`src/rtl/mem_seq_pkg.sv`:
```
// Shared definitions for the memory access sequencer: opcodes, FSM states,
// default widths and the opcode classification helpers.
package mem_seq_pkg;

  localparam int ADDR_W_DEF     = 12;
  localparam int DATA_W_DEF     = 16;
  localparam int FIXED_BASE_DEF = 'h400;

  typedef enum logic [2:0] {
    OP_READ   = 3'd0,
    OP_WRITE  = 3'd1,
    OP_DREAD  = 3'd2,
    OP_DWRITE = 3'd3,
    OP_XCH    = 3'd4,
    OP_DXCH   = 3'd5
  } op_e;

  typedef enum logic [1:0] {
    ST_IDLE,
    ST_ACC_HI,
    ST_ACC_LO,
    ST_RESP
  } state_e;

  function automatic logic op_is_double(input logic [2:0] op);
    return (op == OP_DREAD) || (op == OP_DWRITE) || (op == OP_DXCH);
  endfunction

  function automatic logic op_is_write(input logic [2:0] op);
    return (op == OP_WRITE) || (op == OP_DWRITE) || (op == OP_XCH) || (op == OP_DXCH);
  endfunction

endpackage

```
`src/rtl/mem_sequencer.sv`:
```
// Sequences single/double read, write and exchange requests onto the banked
// memory port; returns read (or pre-write) data on a one-cycle response strobe.
module mem_sequencer
  import mem_seq_pkg::*;
#(
  parameter int                ADDR_W     = ADDR_W_DEF,
  parameter int                DATA_W     = DATA_W_DEF,
  parameter logic [ADDR_W-1:0] FIXED_BASE = ADDR_W'(FIXED_BASE_DEF)
) (
  input  logic              clk,
  input  logic              reset,
  input  logic              req_valid,
  output logic              req_ready,
  input  logic [2:0]        req_op,
  input  logic [ADDR_W-1:0] req_addr,
  input  logic [2:0]        req_ebank,
  input  logic [4:0]        req_fbank,
  input  logic              req_super,
  input  logic [DATA_W-1:0] req_wdata_hi,
  input  logic [DATA_W-1:0] req_wdata_lo,
  output logic              rsp_valid,
  output logic              rsp_err,
  output logic [DATA_W-1:0] rsp_rdata_hi,
  output logic [DATA_W-1:0] rsp_rdata_lo,
  output logic [2:0]        mem_ebank,
  output logic [4:0]        mem_fbank,
  output logic              mem_super,
  output logic [ADDR_W-1:0] mem_address,
  output logic [DATA_W-1:0] mem_data_out,
  output logic              mem_write_enable,
  input  logic [DATA_W-1:0] mem_result
);

  // A double op at the top address would wrap to 0, so it is rejected; writes
  // must keep every touched word below the fixed (read-only) region.
  function automatic logic req_illegal(input logic [2:0] op, input logic [ADDR_W-1:0] addr);
    logic              dbl;
    logic [ADDR_W:0]   last;
    dbl  = op_is_double(op);
    last = {1'b0, addr} + (ADDR_W+1)'(dbl);
    if (op > OP_DXCH)                                     return 1'b1;
    if (dbl && (&addr))                                   return 1'b1;
    if (op_is_write(op) && (last >= {1'b0, FIXED_BASE}))  return 1'b1;
    return 1'b0;
  endfunction

  state_e            state_q, state_d;
  logic              rdy_q, rdy_d;
  logic [2:0]        op_q, op_d;
  logic              err_q, err_d;
  logic [DATA_W-1:0] wlo_q, wlo_d;
  logic [DATA_W-1:0] rhi_q, rhi_d;
  logic [DATA_W-1:0] rlo_q, rlo_d;
  logic [2:0]        ebank_q, ebank_d;
  logic [4:0]        fbank_q, fbank_d;
  logic              super_q, super_d;
  logic [ADDR_W-1:0] maddr_q, maddr_d;
  logic [DATA_W-1:0] mdata_q, mdata_d;

  logic accept;
  logic req_bad;
  logic in_access;

  assign accept  = req_valid && req_ready;
  assign req_bad = req_illegal(req_op, req_addr);

  always_ff @(posedge clk or posedge reset) begin
    if (reset) begin
      state_q <= ST_IDLE;
      rdy_q   <= 1'b0;
      op_q    <= '0;
      err_q   <= 1'b0;
      wlo_q   <= '0;
      rhi_q   <= '0;
      rlo_q   <= '0;
      ebank_q <= '0;
      fbank_q <= '0;
      super_q <= 1'b0;
      maddr_q <= '0;
      mdata_q <= '0;
    end else begin
      state_q <= state_d;
      rdy_q   <= rdy_d;
      op_q    <= op_d;
      err_q   <= err_d;
      wlo_q   <= wlo_d;
      rhi_q   <= rhi_d;
      rlo_q   <= rlo_d;
      ebank_q <= ebank_d;
      fbank_q <= fbank_d;
      super_q <= super_d;
      maddr_q <= maddr_d;
      mdata_q <= mdata_d;
    end
  end

  always_comb begin
    state_d = state_q;
    rdy_d   = 1'b1;
    op_d    = op_q;
    err_d   = err_q;
    wlo_d   = wlo_q;
    rhi_d   = rhi_q;
    rlo_d   = rlo_q;
    ebank_d = ebank_q;
    fbank_d = fbank_q;
    super_d = super_q;
    maddr_d = maddr_q;
    mdata_d = mdata_q;

    unique case (state_q)
      ST_IDLE: begin
        if (accept) begin
          op_d  = req_op;
          err_d = req_bad;
          rhi_d = '0;
          rlo_d = '0;
          // Rejected requests never touch the memory port, which keeps its last values.
          if (req_bad) begin
            state_d = ST_RESP;
          end else begin
            state_d = ST_ACC_HI;
            wlo_d   = req_wdata_lo;
            ebank_d = req_ebank;
            fbank_d = req_fbank;
            super_d = req_super;
            maddr_d = req_addr;
            mdata_d = req_wdata_hi;
          end
        end
      end
      ST_ACC_HI: begin
        // The read is combinational, so this is the pre-write value for exchanges.
        rhi_d = mem_result;
        if (op_is_double(op_q)) begin
          state_d = ST_ACC_LO;
          maddr_d = maddr_q + ADDR_W'(1);
          mdata_d = wlo_q;
        end else begin
          state_d = ST_RESP;
        end
      end
      ST_ACC_LO: begin
        rlo_d   = mem_result;
        state_d = ST_RESP;
      end
      ST_RESP: begin
        state_d = ST_IDLE;
      end
      default: begin
        state_d = ST_IDLE;
      end
    endcase
  end

  // Write strobe comes straight from the state register so reset kills it at once.
  assign in_access        = (state_q == ST_ACC_HI) || (state_q == ST_ACC_LO);
  assign mem_write_enable = in_access && op_is_write(op_q);

  assign req_ready    = rdy_q && (state_q == ST_IDLE);
  assign rsp_valid    = (state_q == ST_RESP);
  assign rsp_err      = err_q;
  assign rsp_rdata_hi = rhi_q;
  assign rsp_rdata_lo = rlo_q;
  assign mem_ebank    = ebank_q;
  assign mem_fbank    = fbank_q;
  assign mem_super    = super_q;
  assign mem_address  = maddr_q;
  assign mem_data_out = mdata_q;

endmodule
```
`config.mk`:
```
export PLATFORM = sky130hd
export DESIGN_NAME = mem_sequencer
export DESIGN_NICKNAME = d
export VERILOG_FILES = /design/src/rtl/mem_seq_pkg.sv /design/src/rtl/mem_sequencer.sv
export SDC_FILE = /design/constraint.sdc
export NUM_CORES = 1
export LEC_CHECK = 0
export BUFFER_PORTS_ARGS = -buffer_cell sky130_fd_sc_hd__buf_2
export CAP_MARGIN = 10
export CORE_ASPECT_RATIO = 0.6
export CORE_MARGIN = 8
export CORE_UTILIZATION = 50
export DETAILED_ROUTE_END_ITERATION = 10
export GPL_ROUTABILITY_DRIVEN = 1
export HOLD_SLACK_MARGIN = 0.05
export PLACE_DENSITY = 0.82
export SLEW_MARGIN = 10
export SYNTH_ARGS = -nofsm -noshare
export SYNTH_HDL_FRONTEND = slang
export SYNTH_SLANG_ARGS = --single-unit
```
`constraint.sdc`:
```
create_clock -name clk -period 3.6 [get_ports clk]
set_input_delay 0.72 -clock clk [delete_from_list [all_inputs] [get_ports clk]]
set_output_delay 0.72 -clock clk [all_outputs]
set_load 0.01 [all_outputs]
```
==> flow_metrics.tcl, run 1 <==
set metrics [dict create \
    ys_seq_elements 92 \
    syn_to_final_growth_pct 27.4 \
    rsz0062_at_grt "no" \
    reg2reg_slack_ns 0.66 \
    min_from "mem_data_out[7]$_DFFE_PP0P_" \
    clock-sinks 92 \
    ys_seq_area_share_pct 55.3 \
    dr.pass1.iters 4 \
    synth_ff_type "dfrtp_1" \
    core_area_sq_um 7980 \
    worstPathRequired_ns 3.81 \
    synth-edff-count 0 \
    num_vias 3217 \
    yosysTopAreaCell "dfrtp_1" \
    p_leak_uw 0.00271 \
    yosysMostFrequentCell "dfrtp_1" \
    synth.distinct_cells 42 \
    clk_root_buffer_cell "clkbuf_16" \
    cts-htree-levels 3 \
    cp_max_fo 39 \
    synth_cells 341 \
    num_rows 25 \
    arrival_ns 3.16 \
    grt_pass1_wl_mm 18.0 \
    wl_mm 11.1 \
    netlist_area_sq_um 4160 \
    tns_ns 0 \
    max_freq_ghz 0.340 \
    ir_drop_mv 0.427 \
    power_density_nw_per_um2 931 \
    grt_usage_pct 19.4 \
    crit_type "register to register" \
    cts_tree "built" \
    io_buffers 147 \
    fillCellCount 629 \
    holdCritPathClass "register to register" \
    min_period_over_period_pct 81.8 \
    yosysTopAreaCellShare_pct 55.3 \
    yosys-top-cells-area "dfrtp_1 (55%), mux2_4 (6.9%), a22o_1 (6.3%), mux2i_1 (4.3%), o21ai_0 (2.6%)" \
    die_h_um 86.7 \
    grt_max_degree 52 \
    worstSetupEndpointType "register" \
    yosysWarnings 0 \
    path_clk_slew_ns 0.06 \
    fin_skew_ns 0.00566 \
    clock_latency_ns 0.34 \
    cts_buffers 9 \
    drv_slew 0 \
    post_cts_buffers 0 \
    cts_buffer_depth 2 \
    via_per_inst 5.40 \
    cts.repair.resized 0 \
    dp_hpwl_mm 8.16 \
    synth_top_cells_by_count "dfrtp_1 (92), a22o_1 (30), nand2_1 (26), o21ai_0 (22), mux2_4 (19)" \
    hold_buffers 0 \
    maxSlewHeadroom_pct 43.8 \
    start_kind "register" \
    synth_nets 424 \
    drc_errors 0 \
    drv_cap 0 \
    nNetsFinal 566 \
    fin_crit_ns 2.94 \
    start_util_pct 52.2 \
    utilization_pct 66.4 \
    synth_area_per_cell_sq_um 12.2 \
    gp_congestion 0.811 \
    grt_pass1_vias 3411 \
    grt-ovfl-total 0 \
    finalSetupViolations 0 \
    worst_pin_slew_ns 0.843 \
    finalHoldViolCount 0 \
    r2r-start "state_q[0]$_DFFE_PP0P_" \
    detail-route-antenna-nets 0 \
    critical_path.startpoint "state_q[0]$_DFFE_PP0P_" \
    ys_async_sr_fraction_pct 100 \
    die_area_sq_um 11600 \
    wl_per_cell_um 18.7 \
    drive_above_1_share_pct 41.5 \
    grt_antenna_before_repair 1 \
    ios 148 \
    drt-initial-drc-count 265 \
    die_x_um 134 \
    status "complete, no violations" \
]
where the power goes:
part | internal, uW | switching (uW) | total (uW)
combinational | 981 | 1120 | 2100
clock | 605 | 384 | 988
sequential | 1520 | 328 | 1850
per-layer routing:
layer / track usage (%) / wire, um
met4: 5.98 / 156
met2: 29.5 / 5060
met5: 0 / 0
met1: 25.2 / 5090
met3: 7.33 / 837
sequential cells by signal, indices dropped and copies added, names as in the netlist:
name,flops
rdy_q,1
rsp_rdata_hi,16
rsp_err,1
wlo_q,16
rsp_rdata_lo,16
mem_data_out,16
mem_address,12
state_q,2
op_q,3
mem_super,1
mem_fbank,5
mem_ebank,3
cells in the final DEF, fill, tap and decap left out, drive strengths merged:
cell type,netlist,layout
buf,11,153
dfrtp,92,92
a22o,30,30
mux2,28,28
nand2,27,27
o21ai,22,22
mux2i,18,18
a21oi,13,13
nor2,12,12
clkbuf,11,11
o22a,10,10
ha,8,8
inv,8,7
nand3,7,7
and2,6,6
and3,5,5
a31oi,5,5
nand2b,3,3
and4,3,3
a32o,2,2
o21a,2,2
o211a,2,2
a41oi,2,2
clkinvlp,0,2
bufinv,0,2
a311oi,2,2
diode,0,1
a211oi,1,1
o2111ai,1,1
nor3b,1,1
o21bai,1,1
a21o,1,1
a311o,1,1
nor2b,1,1
o31ai,1,1
clkinv,0,1
nand3b,1,1
nor4b,1,1
a211o,1,1
conb,1,1
cell type report:
type | count | area (sq um) | share of cell area (%)
Antenna cell | 1 | 2.50 | 0.0472
Tap cell | 108 | 135 | 2.55
Clock inverter | 4 | 75.1 | 1.42
Sequential cell | 92 | 2300 | 43.4
Multi-Input combinational cell | 219 | 1730 | 32.6
Timing Repair Buffer | 153 | 793 | 15.0
Clock buffer | 11 | 233 | 4.39
Inverter | 8 | 31.3 | 0.590
per-stage QoR:
stage	instance area, sq um	cells	hold slack, ns	setup WS, ns	total power, uW
2_1_floorplan	4160	341	0.479	0.488	3200
3_3_place_gp	4990	580	0.462	0.580	3880
3_5_place_dp	4990	580	0.465	0.416	3970
4_1_cts	5300	595	0.479	0.672	4970
5_1_grt	5300	596	0.504	0.342	5260
6_report	5300	596	0.476	0.656	4930
worst max-delay path, stage by stage, from the launching register on:
cell and delay [ns]:
dfrtp_1 0.41, inv_1 0.11, ha_1 0.28, and3_1 0.21, a21oi_2 0.63, nor2_1 0.17, nand3_2 0.53, buf_4 0.32
o21ai_0 0.12
final timing paths:
check                           cells after the start                            to
worst max-delay path                                8  mem_data_out[10]$_DFFE_PP0P_
worst min-delay path                                2   mem_data_out[7]$_DFFE_PP0P_
worst max register to register                      8  mem_data_out[10]$_DFFE_PP0P_
worst min register to register                      2   mem_data_out[7]$_DFFE_PP0P_
max in group asynchronous                           3    mem_address[9]$_DFFE_PP0P_
min in group asynchronous                           2      mem_fbank[4]$_DFFE_PP0P_
logic make-up after synthesis:
logic type,after synthesis,share of synthesized area (%)
AO/OA/AOI/OAI,97,17.2
flip-flops,92,55.3
AND/OR/NAND/NOR,67,8.06
multiplexers,46,13.6
buffers and inverters,30,3.34
adder cells (fa/ha/maj),8,2.41
other,1,0.0901
Note: power is estimated with default switching activity, not from simulation.
==> run 2: changes to the inputs <==
==> constraint.sdc (replaced) <==
create_clock -name clk -period 2.8 [get_ports clk]
set_input_delay 0.56 -clock clk [delete_from_list [all_inputs] [get_ports clk]]
set_output_delay 0.56 -clock clk [all_outputs]
set_load 0.01 [all_outputs]
==> run 2 against run 1 <==
Effect of this change:
- setup slack got worse by 0.38 ns
- hold slack lost 0.16 ns
- core utilization is 0.24 points higher
- critical path depth grew 1
- sequential power increased by 28%
- clock power increased by 23%
- maximum frequency is 17% higher
- critical endpoint is now mem_address[11]$_DFFE_PP0P_
- largest cell class unchanged
- largest power group unchanged
==> flow_metrics.tcl, run 2 (same netlist as run 1, synthesis figures left out) <==
set metrics [dict create \
    grt-ovfl-total 0 \
    num_rows 25 \
    fin_crit_ns 2.52 \
    num_vias 3296 \
    whs_ns 0.312 \
    crit_family "compound AO/OA/AOI/OAI gates" \
    p_total_uw 6300 \
    clk_root_buffer_cell "clkbuf_16" \
    arrival_ns 2.75 \
    io_buffers 147 \
    grt_pass1_wl_mm 17.6 \
    tns_ns 0 \
    dp_hpwl_mm 7.91 \
    cts.repair.resized 0 \
    cts_tree "built" \
    clock_latency_ns 0.34 \
    via_per_inst 5.53 \
    slowest_delay_ns 0.59 \
    p_leak_uw 0.00272 \
    finalWorstSetupSlack_ns 0.276 \
    p_comb_share_pct 43.1 \
    final_cells 596 \
    start_kind "register" \
    min_period_over_period_pct 90.1 \
    drc_errors 0 \
    die_x_um 134 \
    fillCellCount 626 \
    wl_per_cell_um 18.2 \
    worst_pin_slew_ns 0.788 \
    die_h_um 86.7 \
    start_util_pct 52.2 \
    drv_cap 0 \
    clock-sinks 92 \
    share_seq_of_total_power_pct 37.6 \
    layout_commonest_cell "buf_2" \
    crit_type "register to register" \
    holdCritPathClass "primary input to async pin" \
    dr.pass1.iters 5 \
    drive_above_1_share_pct 41.8 \
    core_area_sq_um 7980 \
    grt_usage_pct 18.8 \
    n_antenna_cell 0 \
    die_area_sq_um 11600 \
    status "complete, no violations" \
    dp.cells 580 \
    worstSetupEndpointType "register" \
    finalSetupViolations 0 \
    power_density_nw_per_um2 1190 \
    cp_max_fo 57 \
    detail-route-antenna-nets 0 \
    syn_to_final_growth_pct 27.8 \
    swShare_pct 37.2 \
    hold_buffers 0 \
    p_switching_uw 2350 \
    worstPathCellList "inv_1 -> ha_1 -> and3_1 -> a21oi_2 -> nor2_1 -> nand3_2 -> buf_12 -> nor4b_1 -> a211o_1" \
    path_clk_slew_ns 0.06 \
    post_cts_buffers 0 \
    cts-htree-levels 3 \
    gp_congestion 0.805 \
    ir_drop_mv 0.555 \
    cts_buffers 9 \
    worstPathRequired_ns 3.03 \
    wl_mm 10.9 \
    cts_buffer_depth 2 \
    maxSlewHeadroom_pct 47.4 \
    pre_cts_ws_ns 0.101 \
    grt_antenna_before_repair 0 \
    drv_slew 0 \
    ios 148 \
    grt_max_degree 93 \
    clock_power_share_pct 19.3 \
    rsz0062_at_grt "no" \
    grt_pass1_vias 3414 \
    final_cell_mix "buf_2 (147), dfrtp_1 (92), a22o_1 (30), nand2_1 (26), o21ai_0 (22)" \
    fin_skew_ns 0.00673 \
    drt-initial-drc-count 241 \
    cp_slowest_cell "a21oi_2" \
    intPower_uw 3960 \
    max_freq_ghz 0.396 \
    nNetsFinal 566 \
    finalHoldViolCount 0 \
    worst-path-buf-inv 2 \
]
run 2: cell types whose count changed in the layout (fill, tap and decap cells not counted), sizes merged:
cell and change:
bufinv -1, clkinvlp +1, diode -1, inv +1
run 2: power by group through the flow:
| stage | registers, uW | logic [uW] | clock network [uW] |
|---|---|---|---|
| global placement | 2350 | 2650 | 0 |
| detailed placement | 2370 | 2760 | 0 |
| global route | 2450 | 2990 | 1300 |
| finish | 2370 | 2720 | 1220 |
| floorplan | 2520 | 1600 | 0 |
| CTS | 2370 | 2760 | 1240 |
run 2: path summary, 6_finish.rpt:
kind	startpoint	to	slack, ns	cells past startpoint
setup / recovery	state_q[0]$_DFFE_PP0P_	mem_address[11]$_DFFE_PP0P_	0.28	9
hold / removal	reset	mem_ebank[0]$_DFFE_PP0P_	0.31	3
setup reg to reg	state_q[0]$_DFFE_PP0P_	mem_address[11]$_DFFE_PP0P_	0.28	9
hold reg to reg	mem_data_out[4]$_DFFE_PP0P_	mem_data_out[4]$_DFFE_PP0P_	0.47	2
max in group asynchronous	reset	rsp_rdata_hi[0]$_DFFE_PP0P_	2.05	3
min in group clk	req_wdata_lo[10]	wlo_q[10]$_DFFE_PP0P_	0.45	2
run 2: metal layers:
layer / track usage [%] / vias up / part of all wire, %
met5: 0 / - / 0
met4: 5.17 / 0 / 1.2
met3: 7.68 / 10 / 9.1
met2: 28.7 / 130 / 46
met1: 24.3 / 1629 / 44
li1: - / 1527 / -
run 2: through the flow:
| step | util, % | cell area, sq um |
|---|---|---|
| final | 66.7 | 5320 |
| after global routing | 66.7 | 5320 |
| after CTS | 66.7 | 5320 |
| after detailed placement | 62.9 | 5020 |
| after global placement | 62.9 | 5020 |
| after floorplan | - | 4170 |
run 2: final cells by class:
class,instances,area [sq um],area share (%)
Clock buffer,11,243,4.56
Clock inverter,5,58.8,1.11
Inverter,8,33.8,0.635
Multi-Input combinational cell,219,1730,32.5
Sequential cell,92,2300,43.3
Tap cell,108,135,2.54
Timing Repair Buffer,153,818,15.4
run 2: worst register-to-register path, stage by stage, from the launching register on:
cell     delay [ns]
dfrtp_1        0.41
inv_1          0.12
ha_1           0.27
and3_1         0.19
a21oi_2        0.59
nor2_1         0.14
nand3_2        0.12
buf_12         0.23
nor4b_1        0.10
a211o_1        0.27
